===== src/rtl/local_port_arbiter.sv =====
// Packet-level round-robin arbiter sharing one local NoC injection port
// among N_REQ AXI-Stream requesters. A grant is held until the grantee's
// last beat is accepted. A 2-entry first-word-fall-through skid FIFO sits
// in front of the switch. A beat-count guard forces TLAST on runaway packets.
module local_port_arbiter #(
    parameter int BW        = 32,
    parameter int BWB       = BW / 8,
    parameter int N_REQ     = 4,
    parameter int MAX_BEATS = 256
) (
    input  logic                       clk_line,
    input  logic                       clk_line_rst_high,
    input  logic [N_REQ-1:0]           req_TVALID,
    input  logic [N_REQ*BW-1:0]        req_TDATA,
    input  logic [N_REQ*BWB-1:0]       req_TKEEP,
    input  logic [N_REQ-1:0]           req_TLAST,
    output logic [N_REQ-1:0]           req_TREADY,
    input  logic [N_REQ-1:0]           enable_mask,
    output logic                       out_TVALID,
    output logic [BW-1:0]              out_TDATA,
    output logic [BWB-1:0]             out_TKEEP,
    output logic                       out_TLAST,
    input  logic                       out_TREADY,
    output logic [$clog2(N_REQ)-1:0]   grant_id,
    output logic                       busy,
    output logic                       pkt_done,
    output logic                       err_len
);

    localparam int          GW = $clog2(N_REQ);
    localparam int          CW = $clog2(MAX_BEATS) + 1;
    localparam int          EW = BW + BWB + 1;
    localparam int unsigned NR = N_REQ;

    typedef enum logic {
        IDLE,
        LOCKED
    } state_t;

    state_t         state;
    logic [GW-1:0]  last_grant;
    logic [CW-1:0]  beat_cnt;

    // Skid FIFO storage: entries are {TLAST, TKEEP, TDATA}
    logic [EW-1:0]  fifo_mem [2];
    logic [1:0]     fifo_count;
    logic           wr_ptr;
    logic           rd_ptr;
    logic [EW-1:0]  head;

    // Arbitration signals
    logic [N_REQ-1:0] cand;
    logic [N_REQ-1:0] cand_rot;
    logic             cand_any;
    int unsigned      start_idx;
    int unsigned      offset;
    logic [GW-1:0]    pick;

    // Datapath signals for the current grantee
    logic             g_valid;
    logic             g_last;
    logic [BW-1:0]    g_data;
    logic [BWB-1:0]   g_keep;
    logic             ready_int;
    logic             push;
    logic             pop;
    logic             len_hit;
    logic             push_last;

    // Round-robin pick: rotate candidates so the scan starts just past the
    // last grantee, take the lowest set bit, then rotate the index back.
    always_comb begin
        cand      = req_TVALID & enable_mask;
        cand_any  = |cand;
        start_idx = (32'(last_grant) + 32'd1) % NR;
        cand_rot  = N_REQ'({cand, cand} >> start_idx);
        offset    = 0;
        for (int unsigned i = NR; i > 0; i--) begin
            if (cand_rot[i-1]) begin
                offset = i - 1;
            end
        end
        pick = GW'((start_idx + offset) % NR);
    end

    // Grantee beat path, ready generation and forced-TLAST detection
    always_comb begin
        g_valid   = req_TVALID[grant_id];
        g_last    = req_TLAST[grant_id];
        g_data    = req_TDATA[grant_id*BW +: BW];
        g_keep    = req_TKEEP[grant_id*BWB +: BWB];
        // Ready depends only on registered occupancy, never on out_TREADY.
        ready_int = (state == LOCKED) && (fifo_count < 2'd2) && !clk_line_rst_high;
        req_TREADY = '0;
        if (ready_int) begin
            req_TREADY[grant_id] = 1'b1;
        end
        push      = ready_int && g_valid;
        len_hit   = (beat_cnt == CW'(MAX_BEATS - 1));
        push_last = g_last || len_hit;
        // Pulses in the same cycle the last beat is accepted.
        pkt_done  = push && push_last;
    end

    // FIFO output view and pop condition
    always_comb begin
        head       = fifo_mem[rd_ptr];
        out_TVALID = (fifo_count != 2'd0);
        out_TDATA  = out_TVALID ? head[BW-1:0]     : '0;
        out_TKEEP  = out_TVALID ? head[BW +: BWB]  : '0;
        out_TLAST  = out_TVALID ? head[EW-1]       : 1'b0;
        pop        = out_TVALID && out_TREADY;
        busy       = (state == LOCKED);
    end

    // Arbitration FSM: grant on IDLE, hold until the pushed beat carries TLAST
    always_ff @(posedge clk_line) begin
        if (clk_line_rst_high) begin
            state      <= IDLE;
            grant_id   <= '0;
            last_grant <= GW'(N_REQ - 1);
            beat_cnt   <= '0;
            err_len    <= 1'b0;
        end else begin
            case (state)
                IDLE: begin
                    if (cand_any) begin
                        grant_id   <= pick;
                        last_grant <= pick;
                        beat_cnt   <= '0;
                        state      <= LOCKED;
                    end
                end
                LOCKED: begin
                    if (push) begin
                        beat_cnt <= beat_cnt + 1'b1;
                        if (push_last) begin
                            state <= IDLE;
                        end
                        if (len_hit && !g_last) begin
                            err_len <= 1'b1;
                        end
                    end
                end
                default: state <= IDLE;
            endcase
        end
    end

    // Two-entry skid FIFO, drains independently of the arbitration FSM
    always_ff @(posedge clk_line) begin
        if (clk_line_rst_high) begin
            fifo_count <= '0;
            wr_ptr     <= 1'b0;
            rd_ptr     <= 1'b0;
            for (int unsigned i = 0; i < 2; i++) begin
                fifo_mem[i] <= '0;
            end
        end else begin
            if (push) begin
                fifo_mem[wr_ptr] <= {push_last, g_keep, g_data};
                wr_ptr           <= ~wr_ptr;
            end
            if (pop) begin
                rd_ptr <= ~rd_ptr;
            end
            case ({push, pop})
                2'b10:   fifo_count <= fifo_count + 2'd1;
                2'b01:   fifo_count <= fifo_count - 2'd1;
                default: fifo_count <= fifo_count;
            endcase
        end
    end

endmodule


===== config.mk =====
export PLATFORM = sky130hd
export DESIGN_NAME = local_port_arbiter
export DESIGN_NICKNAME = d
export VERILOG_FILES = /design/src/rtl/local_port_arbiter.sv
export SDC_FILE = /design/constraint.sdc
export NUM_CORES = 1
export LEC_CHECK = 0
export BUFFER_PORTS_ARGS = -buffer_cell sky130_fd_sc_hd__buf_4
export CELL_PAD_IN_SITES_DETAIL_PLACEMENT = 0
export CELL_PAD_IN_SITES_GLOBAL_PLACEMENT = 1
export CORE_MARGIN = 3
export CORE_UTILIZATION = 38
export CTS_CLUSTER_DIAMETER = 50
export DETAILED_ROUTE_END_ITERATION = 8
export GPL_TIMING_DRIVEN = 1
export HOLD_SLACK_MARGIN = 0.02
export MAX_ROUTING_LAYER = met4
export PLACE_DENSITY_LB_ADDON = 0.2
export SYNTH_ARGS = -nofsm -noshare
export SYNTH_HDL_FRONTEND = slang
export SYNTH_SLANG_ARGS = --single-unit
export TNS_END_PERCENT = 20

===== constraint.sdc =====
create_clock -name clk_line -period 3.9 [get_ports clk_line]
set_input_delay 0.78 -clock clk_line [delete_from_list [all_inputs] [get_ports clk_line]]
set_output_delay 0.78 -clock clk_line [all_outputs]
set_load 0.1 [all_outputs]

# After elaboration in Yosys (flattened, before gate mapping)
# Memories as Yosys holds them, arrays and structs flattened. A register that Yosys moved wholly into a read port is not among the register bits.
# Index checks and enable logic that the tools add are counted.
[word_totals] reg_bits=19 ramBits=74 n_memories=1
[classes] add_sub_neg=5 order_cmp=3 eq_ne=5 shifts=3 muxes=32 bitwise_logic=4 reduce_logical=17
[mem_list] name="fifo_mem" words=2 word_bits=37 rd=1 rd_ports_with_merged_regs=1 write_ports=2 line="45" text="logic [EW-1:0] fifo_mem [2];"
[ops] op="$shiftx A128 B8 Y32" count=1
[ops] op="$mux W37" count=1
[ops] op="$reduce_or A37 Y1" count=1
[ops] op="$mux W32" count=1
[ops] op="$mux W9" count=2
[ops] op="$pmux W9 S2" count=1
[ops] op="$mux W1" count=16
[ops] op="$shiftx A16 B5 Y4" count=1
[ops] op="$add A9 B1 Y9 const B" count=1
[ops] op="$eq A9 B8 Y1 const B" count=1
[ops] op="$mux W2" count=4
[ops] op="$mux W4" count=2
[ops] op="$shr A8 B2 Y4" count=1
[ops] op="$logic_and A1 B1 Y1" count=7
[ops] op="$add A2 B1 Y2 const B" count=2
[ops] op="$and A4 B4 Y4" count=1
[ops] op="$bmux W1 S2" count=2
[ops] op="$pmux W2 S2" count=1
[ops] op="$reduce_and A2 Y1" count=2
[ops] op="$reduce_bool A2 Y1" count=2
[ops] op="$reduce_or A4 Y1" count=1
[ops] op="$lt A2 B3 Y1 const B" count=1
[ops] op="$not A1 Y1" count=3
[ops] op="$reduce_and A3 Y1" count=1
[ops] op="12 further kinds" count=13

# Logic depth before layout (Yosys ltp)
# Gate-level depths: netlist (run 1).
[depth] word_depth=9 depth_mapped=10

# Worst setup path after synthesis (run 1)
# OpenSTA, ideal clock, no wires.
[synth_timing] path_kind="flip-flop to output port" from="register state, in the netlist busy" to="output port req_TREADY[0]" arrival_ns=3.607 path_slack_ns=-0.487 stages_incl_launch_ff=3 path_buffers=0 path_cell_list="dfxtp_1 nor3b_1 nor3b_1"
[synth_between] elab_chain_len=3
[synth_lines] item="from (decl)" line="40" text="state_t state;"
[synth_lines] item="from (signal assigned)" line="119" text="state <= IDLE;"
[synth_lines] item="from (signal assigned)" line="131" text="state <= LOCKED;"
[synth_lines] item="from (signal assigned)" line="138" text="state <= IDLE;"
[synth_lines] item="$logic_and A1 B1 Y1 (2 in series)" line="93" text="ready_int = (state == LOCKED) && (fifo_count < 2'd2) && !clk_line_rst_high;"
[synth_lines] item="$mux W4" line="95" text="if (ready_int) begin"
[synth_lines] item="to (decl)" line="17" text="output logic [N_REQ-1:0] req_TREADY,"
# No other way between the ends.

# Worst setup path after layout (run 1)
[layout_timing] from="input port clk_line_rst_high" to="output port pkt_done"
[layout_between] elab_chain_len=4
[layout_lines] item="from (decl)" line="12" text="input logic clk_line_rst_high,"
[layout_lines] item="$logic_not A1 Y1" line="93"
[layout_lines] item="$logic_and A1 B1 Y1" line="93"
[layout_lines] item="$logic_and A1 B1 Y1" line="98" text="push = ready_int && g_valid;"
[layout_lines] item="$logic_and A1 B1 Y1" line="102" text="pkt_done = push && push_last;"
[layout_lines] item="to (decl)" line="26" text="output logic pkt_done,"
# No other way between the ends.

==> key figures, run 1 <==
STA
  • Post-layout min period: 3.31 ns
  • Share of the clock period used by the worst path: roughly 85%
  • Slew @ Worst Pin: 0.920 ns
  • F_max: ~300 MHz
  • Final setup violation count: 0
  • Setup WS post-layout: 0.587 ns
  • Rel. slew slack: approximately 38%
  • Fin Setup TNS: 0 ns
  • Setup Skew: 0.00551 ns
  • RSZ-0062 raised after global routing: no
  • Fin. Hold Viols: 0
  • Pins Over Slew Limit: 0

Critical path
  • Worst R2R End: fifo_count[1]
  • Reg2reg path depth: 7
  • Worst EP arrival: 2.53 ns
  • RR Startpoint: grant_id[1]
  • Critical Path Fanout Max: 24
  • Crit end category: output pin
  • Worst endpoint required time: 3.12 ns
  • Kind of critical path: input pin to output pin
  • Crit path top cell by count: buf_4
  • Sequence of cells on the critical path: buf_4 > nor3b_1 > and2_2 > o21ai_1 > inv_2 > buf_4
  • Crit-path max cell delay: 0.54 ns
  • Setup crit start kind: input pin
  • Reg-to-reg slack, setup: 1.06 ns
  • Slowest CP cell: and2_2

Die
  • Starting Density: 39.4%
  • Chip height: 124 um
  • Row count: between 40 and 50
  • Die width: about 120 um
  • I/O pins: 206
  • DIE AREA: 15400 um2
  • Core area: 13500 um2

Synth
  • Post-synth top area cell: edfxtp_1
  • Cell variety after synth: 44
  • Syn avg cell area: 12.5 um2
  • Top_reg_cell synth: edfxtp_1
  • Commonest cells post-synth: 74 x edfxtp_1, 53 x nor2_1, 38 x mux4_2
  • Synth top area share: 42.0%
  • EDFF count, synth: 74
  • Async set or reset register ratio after synthesis: 0%
  • Synth Warn #: 0
  • Register bit total from synthesis: 94
  • Seq/Total Area, Yosys: 49.5%
  • Synth top area cells: edfxtp_1 42%, mux4_2 16%, dfxtp_1 7.6%
  • Cell Area, Synth: 5290 um2
  • Count leader, synth: edfxtp_1
  • Mapped Nets: 588
  • Cells after Synth: approximately 430

Clocking
  • Root buffer cell: clkbuf_16
  • Sink Count: 94
  • # hold bufs at CTS: 0
  • Worst-path clk slew: 0.06 ns
  • CTS tree: yes
  • Worst skew pair latency: roughly 0.33 ns
  • Post-CTS Setup Repair Bufs: 0
  • CTS resizes: 0
  • H-tree Lvls: 3
  • Clock buffer depth: 2
  • Num CTS Buffers: 9

Cells and area
  • Area grow syn2layout: 37.6%
  • Layout Nets: 777
  • Ratio of cells with drive above 1 in the final layout: 45.1%
  • Layout Cell Area excl Fill: around 7300 um2
  • Ant. Diodes: 0

Power
  • Worst IR drop on VDD: 0.351 mV
  • P per Cell Area: 499 nW/um2
  • P_leak: 2.99 nW

Job
  • Max-Cap Viols: 0

Global route
  • First-pass GRT wire length: 20700 um
  • Antenna violations before repair: 0
  • Grt ovf: 0
  • Largest net degree at the start of global routing: 43
  • Vias in the first global route: 4170
  • GRT Total Usage: roughly 18%

Placed design
  • Placed cell area: about 7000 um2
  • Global placement routability congestion: 0.785
  • Final HPWL DP: 9900 um
  • PortBufs: 205
  • Pre-CTS setup slack: 0.611 ns

Routing
  • 1st-pass router iterations: 4
  • Vias/cell: 5.11
  • Final ANT Viol Nets: 0
  • Via count: 4065
  • DR iter-0 viols: 194
  • Routed wire length per instance: 17.0 um
  • Final WL: 13500 um
  • DR DRC count: 0

Min path
  • Hold worst-path end: err_len
  • Worst hold path type: flip-flop to flip-flop
  • Hold depth: 2
  • Worst hold start: err_len

Run status
  • Outcome: complete, no violations
## registers in the layout, summed over array words and instances (netlist names), named ones only
register	flops
busy	1
last_grant	2
beat_cnt	9
wr_ptr	1
grant_id	2
rd_ptr	1
err_len	1
fifo_mem	74
fifo_count	2
## cell usage in the layout, fill, tap and decap left out, types with 8 or more instances in the layout
cell       count
clkbuf_16      9
edfxtp_1      74
mux2i_1       37
mux4_2        38
nor2b_1       37
and3_1        37
dfxtp_1       17
nor2_1        52
nand2_1       16
a21oi_1        8
buf_4        213
## how the worst max path moves through the flow
stage                      startpoint       endpoint  slack [ns]  depth (start not counted)
finish              clk_line_rst_high       pkt_done        0.59                          6
CTS                 clk_line_rst_high       pkt_done        0.61                          6
global placement    clk_line_rst_high       pkt_done        0.72                          6
detailed placement  clk_line_rst_high       pkt_done        0.61                          6
floorplan                 grant_id[0]  req_TREADY[1]        0.10                          4
global route        clk_line_rst_high       pkt_done        0.45                          6
## layer usage
layer	global-route usage, %	up-vias	wire length (um)
li1	-	1966	-
met1	22.0	1954	5630
met2	30.8	130	6800
met3	3.59	15	905
met4	4.65	0	163
met5	-	-	0
## final cells by class
type / instances / area (um2)
Clock buffer: 10 / 229
Fill cell: 1202 / 6170
Inverter: 7 / 28.8
Multi-Input combinational cell: 288 / 2480
Timing Repair Buffer: 214 / 1620
Tap cell: 176 / 220
Sequential cell: 94 / 2630
Clock inverter: 6 / 86.3
## critical path: cells and delay by family
family,cells,cell delay [ns]
AO/OA/AOI/OAI,1,0.20
buffers and inverters,3,0.55
AND/OR/NAND/NOR,2,0.99
## through the flow
step	hold WS (ns)	cells	util, %	power [mW]
final	0.494	795	54.2	3.63
after global routing	0.538	795	54.2	3.80
after CTS	0.512	795	54.2	3.68
after detailed placement	0.497	779	51.8	2.76
after global placement	0.489	779	51.8	2.74
after floorplan	0.472	425	-	2.36
## report_power, final
part | switching, mW | internal [mW]
Sequential | 0.0771 | 1.17
Combinational | 0.947 | 0.530
Clock | 0.353 | 0.560
## logic make-up after synthesis
group | synth area share, %
xor+xnor | 1.82
flops | 49.5
fa+ha+maj | 0.945
mux | 23.2
simple gates | 17.1
buf+inv | 4.02
compound gates | 3.40
No activity file was read; power rests on OpenSTA's default activity.
==> inputs of run 2 (changes only) <==
==> constraint.sdc (replaced) <==
create_clock -name clk_line -period 3.17 [get_ports clk_line]
set_input_delay 0.634 -clock clk_line [delete_from_list [all_inputs] [get_ports clk_line]]
set_output_delay 0.634 -clock clk_line [all_outputs]
set_load 0.1 [all_outputs]
==> key figures, run 2 (synthesized netlist as in run 1, its figures left out) <==
Power
  • Combinational share of power: 43.1% (+2.4 points)
  • Switch Pwr: 1.69 mW (+23%)
  • P per Cell Area: 596 nW/um2 (+19%)
  • Part of the power in registers: 34.6% (+0.4 points)
  • P_leak: 2.98 nW (-0.57%)
  • Clock power frac: 22.3% (-2.8 points)
  • Worst IR drop on VDD: 0.309 mV (-12%)
  • Power Total: 4.33 mW (+19%)
  • Sw Ratio: 39.0% (+1.1 points)
  • Int Pwr: 2.64 mW (+17%)

Cells and area
  • Reg with most FFs: fifo_mem
  • Layout Nets: 781 (+0.51%)
  • Ant. Diodes: 0 (unchanged)
  • Ratio of cells with drive above 1 in the final layout: 45.3% (+0.19 points)
  • Area grow syn2layout: 37.4%
  • Finished Layout Cells: 799 (+0.50%)
  • Most frequent cells in the layout: 217 x buf_4, 74 x edfxtp_1, 51 x nor2_1
  • Max reg flops: 74 (unchanged)
  • Fill cell count: 1217 (+1.2%)
  • Biggest regs: fifo_mem: 74 flops, beat_cnt: 9 flops
  • Most common cell after layout, fill and taps aside: buf_4

STA
  • Slew @ Worst Pin: 0.928 ns (+0.00764 ns)
  • Setup Skew: 0.00658 ns (+0.00107 ns)
  • Fin. Hold Viols: 0 (unchanged)
  • Setup WS post-layout: 0.603 ns (+0.0163 ns)
  • F_max: 390 MHz
  • RSZ-0062 raised after global routing: no
  • Final setup violation count: 0 (unchanged)
  • Share of the clock period used by the worst path: between 80 and 90%
  • Pins Over Slew Limit: 0 (unchanged)
  • Post-layout min period: 2.57 ns
  • Fin Setup TNS: 0 ns (unchanged)
  • Rel. slew slack: 38.1% (-0.36 points)

Critical path
  • Setup crit start kind: flip-flop
  • Worst endpoint required time: 2.54 ns (-0.58 ns)
  • Reg-to-reg slack, setup: 0.86 ns (-0.20 ns)
  • Worst R2R End: fifo_count[1]
  • RR Startpoint: grant_id[0]
  • Worst EP arrival: 1.93 ns (-0.60 ns)
  • Critical Path Fanout Max: 9 (-63%)
  • Kind of critical path: flip-flop to output pin
  • Reg2reg path depth: 7 (unchanged)
  • Crit end category: output pin

Placed design
  • Global placement routability congestion: 0.790 (+0.59%)
  • Final HPWL DP: 9890 um (about the same)
  • PortBufs: 205 (unchanged)
  • Pre-CTS setup slack: 0.526 ns (-0.0854 ns)
  • Placed cells: 783 (+0.51%)

Routing
  • Via count: 4039 (-0.64%)
  • Final ANT Viol Nets: 0 (unchanged)
  • Vias/cell: 5.06 (-1.1%)
  • 1st-pass router iterations: 4 (unchanged)
  • Routed wire length per instance: 16.8 um (-1.3%)
  • DR DRC count: 0 (unchanged)
  • DR iter-0 viols: 196 (+1.0%)
  • Final WL: 13400 um (-0.79%)

Global route
  • First-pass GRT wire length: 20400 um (-1.8%)
  • Grt ovf: 0 (unchanged)
  • Most Crowded Layer GR: met2
  • Met2 track demand over resource: 30.7% (-0.14 points)
  • Vias in the first global route: 4086 (-2.0%)
  • M1 GR Usage: 21.8% (-0.19 points)
  • Antenna violations before repair: 0 (unchanged)
  • Largest net degree at the start of global routing: 41 (-4.7%)
  • GR Util met3: 2.72% (-0.86 points)
  • GRT Total Usage: 17.9% (-0.16 points)

Die
  • DIE AREA: 15400 um2 (unchanged)
  • I/O pins: 206 (unchanged)
  • Starting Density: 39.4% (unchanged)
  • Row count: 42 (unchanged)
  • Core area: 13500 um2 (unchanged)
  • Chip height: 124 um (unchanged)
  • Die width: 124 um (unchanged)

Clocking
  • Sink Count: 94 (unchanged)
  • # hold bufs at CTS: 0 (unchanged)
  • Post-CTS Setup Repair Bufs: 0 (unchanged)
  • Worst skew pair latency: 0.33 ns (about the same)
  • Worst-path clk slew: 0.07 ns (about the same)
  • H-tree Lvls: 3 (unchanged)
  • CTS tree: yes
  • Clock buffer depth: 2 (unchanged)
  • CTS resizes: 0 (unchanged)
  • Num CTS Buffers: 9 (unchanged)
  • Root buffer cell: clkbuf_16

Min path
  • Worst hold start: err_len
  • Hold depth: 2 (unchanged)
  • Hold worst-path end: err_len
  • Worst hold path type: flip-flop to flip-flop

Job
  • Max-Cap Viols: 0 (unchanged)

Run status
  • Outcome: complete, no violations
[run 2: how the worst max path moves through the flow]
stage	slack, ns	cells after the start	startpoint	to
2_1_floorplan	0.002	6	busy	fifo_mem[0][0]
3_3_place_gp	0.57	8	req_TVALID[3]	fifo_count[1]
3_5_place_dp	0.53	8	clk_line_rst_high	fifo_mem[0][20]
4_1_cts	0.57	5	grant_id[0]	pkt_done
5_1_grt	0.50	5	grant_id[0]	pkt_done
6_report	0.60	5	grant_id[0]	pkt_done
[run 2: final cells by class]
class,instances,area (um2),area share [%]
clock buffer,12,236,3.25
clock inverter,4,23.8,0.327
inverter,7,28.8,0.396
multi-input combinational,288,2480,34.2
sequential,94,2630,36.1
tap,176,220,3.03
timing repair buffer,218,1650,22.7
[run 2: worst max-delay path, cell delays in order (launching register included)]
cell	delay [ns]
dfxtp_4	0.38
mux4_2	0.49
and2_2	0.27
o21ai_1	0.17
inv_2	0.06
buf_4	0.23
[run 2: layer usage]
metal | vias up | wire, um
li1 | 1965 | -
met1 | 1946 | 5730
met2 | 116 | 6820
met3 | 12 | 698
met4 | 0 | 139
met5 | - | 0
[run 2: per-stage QoR]
stage               hold slack [ns]  instance area, um2  util (%)
finish                        0.484                7270      54.1
global route                  0.500                7270      54.1
CTS                           0.487                7270      54.1
detailed placement            0.470                7010      52.1
global placement              0.462                7010      52.1
floorplan                     0.472                5310         -
[run 2: power by group through the flow]
stage	logic (mW)	clock network, mW	registers, mW
6_report	1.87	0.965	1.50
5_1_grt	2.00	1.02	1.51
4_1_cts	1.90	0.986	1.50
3_5_place_dp	1.89	0	1.53
3_3_place_gp	1.88	0	1.52
2_1_floorplan	1.37	0	1.55
==> inputs of run 3 (changes only) <==
--- a/config.mk
+++ b/config.mk
@@ -5,11 +5,12 @@
 export SDC_FILE = /design/constraint.sdc
 export NUM_CORES = 1
 export LEC_CHECK = 0
+export ABC_AREA = 1
 export BUFFER_PORTS_ARGS = -buffer_cell sky130_fd_sc_hd__buf_4
 export CELL_PAD_IN_SITES_DETAIL_PLACEMENT = 0
 export CELL_PAD_IN_SITES_GLOBAL_PLACEMENT = 1
 export CORE_MARGIN = 3
-export CORE_UTILIZATION = 38
+export CORE_UTILIZATION = 35
 export CTS_CLUSTER_DIAMETER = 50
 export DETAILED_ROUTE_END_ITERATION = 8
 export GPL_TIMING_DRIVEN = 1
==> constraint.sdc (replaced) <==
create_clock -name clk_line -period 2.51 [get_ports clk_line]
set_input_delay 0.502 -clock clk_line [delete_from_list [all_inputs] [get_ports clk_line]]
set_output_delay 0.502 -clock clk_line [all_outputs]
set_load 0.1 [all_outputs]
==> key figures, run 3 <==
Clocking
  • # hold bufs at CTS: 0 (unchanged)
  • Clock buffer depth: 2 (unchanged)
  • H-tree Lvls: 3 (unchanged)
  • Worst-path clk slew: 0.06 ns (about the same)
  • Root buffer cell: clkbuf_16
  • Sink Count: 94 (unchanged)
  • Num CTS Buffers: 9 (unchanged)
  • Worst skew pair latency: 0.33 ns (about the same)
  • CTS tree: yes

Critical path
  • Kind of critical path: flip-flop to output pin
  • Worst EP arrival: 1.91 ns (-0.02 ns)
  • Worst R2R End: fifo_mem[0][4]
  • Reg2reg path depth: 7 (unchanged)
  • Critical Path Fanout Max: 4 (-5)
  • Worst endpoint required time: 2.01 ns (-0.53 ns)
  • Crit end category: output pin
  • RR Startpoint: grant_id[0]
  • Setup crit start kind: flip-flop
  • Reg-to-reg slack, setup: 0.49 ns (-0.37 ns)

Synth
  • Cells after Synth: 558 (+31%)
  • Count leader, synth: nand2_1
  • Async set or reset register ratio after synthesis: 0% (unchanged)
  • Seq/Total Area, Yosys: 51.5% (+2.0 points)
  • Cell Area, Synth: 5090 um2 (-3.9%)
  • Commonest cells post-synth: 135 x nand2_1, 85 x nor2_1, 74 x edfxtp_1
  • Synth top area cells: edfxtp_1 44%, nand2_1 10%, dfxtp_1 7.9%
  • Mapped Nets: 721 (+23%)
  • Synth Warn #: 0 (unchanged)
  • Synth top area share: 43.7% (+1.7 points)
  • Top_reg_cell synth: edfxtp_1
  • Register bit total from synthesis: 94 (unchanged)
  • Cell variety after synth: 30 (-32%)
  • Syn avg cell area: 9.12 um2 (-27%)
  • EDFF count, synth: 74 (unchanged)
  • Post-synth top area cell: edfxtp_1

Global route
  • GRT Total Usage: 20.1% (+2.2 points)
  • Vias in the first global route: 4989 (+22%)
  • First-pass GRT wire length: 25100 um (+23%)
  • Largest net degree at the start of global routing: 38 (-7.3%)
  • Antenna violations before repair: 0 (unchanged)
  • Grt ovf: 0 (unchanged)

Cells and area
  • Fill cell count: 1309 (+7.6%)
  • Ratio of cells with drive above 1 in the final layout: 37.6% (-7.7 points)
  • Reg area: 2630 um2 (+0.19%)
  • Max reg flops: 74 (unchanged)
  • Layout Cell Area excl Fill: 7270 um2 (unchanged)
  • Ant. Diodes: 0 (unchanged)
  • Area grow syn2layout: 42.9%
  • Post-layout util: 51.8% (-2.3 points)
  • Multi-input logic area: 2280 um2 (-8.1%)
  • Reg with most FFs: fifo_mem
  • Biggest regs: fifo_mem: 74 flops, beat_cnt: 9 flops
  • Layout Nets: 924 (+18%)
  • Most common cell after layout, fill and taps aside: buf_4
  • Most frequent cells in the layout: 225 x buf_4, 132 x nand2_1, 80 x nor2_1

Routing
  • Final ANT Viol Nets: 0 (unchanged)
  • DR iter-0 viols: 299 (+53%)
  • Via count: 4916 (+22%)
  • DR DRC count: 0 (unchanged)
  • 1st-pass router iterations: 4 (unchanged)
  • Routed wire length per instance: 17.1 um (+2.1%)
  • Final WL: 16200 um (+21%)
  • Vias/cell: 5.20 (+2.8%)

Min path
  • Hold depth: 2 (unchanged)
  • Worst hold start: clk_line_rst_high
  • Hold worst-path end: grant_id[1]
  • Worst hold path type: input pin to flip-flop

STA
  • Fin. Hold Viols: 0 (unchanged)
  • Share of the clock period used by the worst path: 96.1%
  • Slew @ Worst Pin: 0.686 ns (-0.243 ns)
  • Final setup violation count: 0 (unchanged)
  • Rel. slew slack: 54.2% (+16 points)
  • Fin Setup TNS: 0 ns (unchanged)
  • F_max: 415 MHz
  • Setup WS post-layout: 0.0978 ns (-0.505 ns)
  • Pins Over Slew Limit: 0 (unchanged)
  • RSZ-0062 raised after global routing: no
  • Setup Skew: 0.00801 ns (+0.00143 ns)
  • Post-layout min period: 2.41 ns

Run status
  • Outcome: complete, no violations

Die
  • I/O pins: 206 (unchanged)
  • DIE AREA: 16000 um2 (+4.2%)
  • Starting Density: 36.2% (-3.1 points)
  • Row count: 43 (+2.4%)
  • Core area: 14000 um2 (+4.4%)
  • Chip height: 127 um (+2.1%)
  • Die width: 127 um (+2.1%)

Job
  • Max-Cap Viols: 0 (unchanged)

Power
  • Power Total: 7.83 mW (+81%)
  • Worst IR drop on VDD: 0.776 mV (+150%)
  • P per Cell Area: 1080 nW/um2 (+81%)
  • P_leak: 3.13 nW (+5.0%)

Placed design
  • Pre-CTS setup slack: 0.156 ns (-0.370 ns)
  • PortBufs: 205 (unchanged)
  • Global placement routability congestion: 0.862 (+9.2%)
  • Placed cell area: 6870 um2 (-2.1%)
  • Final HPWL DP: 11300 um (+15%)
[run 3: worst max-delay path by stage]
stage	startpoint	end	slack, ns	cells after the start
floorplan	flip-flop	out_TDATA[11]	-0.43	4
global placement	grant_id[1]	pkt_done	0.19	8
detailed placement	grant_id[1]	pkt_done	0.16	8
CTS	beat_cnt[0]	pkt_done	0.0002	7
global route	beat_cnt[1]	pkt_done	0.01	7
finish	beat_cnt[1]	pkt_done	0.1	7
[run 3: routing by layer]
layer  up-vias  part of all wire [%]  GRT usage (%)
met4         0                   1.3           4.86
met1      2311                    44           25.1
met5         -                     0              -
met3        19                   6.9           3.16
li1       2396                     -              -
met2       190                    48           34.2
[run 3: per-stage QoR]
stage,cells,hold slack (ns)
final,946,0.450
after global routing,946,0.455
after CTS,940,0.444
after detailed placement,921,0.449
after global placement,921,0.440
after floorplan,558,0.426
[run 3: cell families after synthesis]
logic type,after synthesis,share of synthesized area [%]
buffers and inverters,58,5.53
and+or+nand+nor,259,20.6
adders and majority gates,4,0.983
AOI/OAI and AO/OA,136,20.2
xor gates and xnor gates,7,1.20
DFF,94,51.5
[run 3: power breakdown]
group | internal [mW] | switching [mW]
logic | 1.27 | 3.10
registers | 1.90 | 0.117
clock network | 0.876 | 0.562
total | 4.05 | 3.78
[run 3: final cells by class]
| class | instances | share of cell area (%) |
|---|---|---|
| Timing Repair Buffer | 227 | 23.8 |
| Tap cell | 180 | 3.10 |
| Clock buffer | 11 | 3.20 |
| Inverter | 22 | 1.17 |
| Clock inverter | 5 | 1.12 |
| Multi-Input combinational cell | 407 | 31.4 |
| Sequential cell | 94 | 36.2 |
[run 3: worst max-delay path: stages, from the launching register on]
cell,delay [ns]
dfxtp_1,0.38
ha_2,0.23
nand3_1,0.13
nor3_1,0.18
ha_2,0.24
o21ai_0,0.12
inv_1,0.12
buf_12,0.18
[run 3: what timing repair did]
action | in CTS | in global routing
setup buffers | 2 | 6
gates resized for setup | 2 | 7
gates cloned | 1 | 0
setup endpoints to repair | 1 | 1
pin swaps | 1 | 0
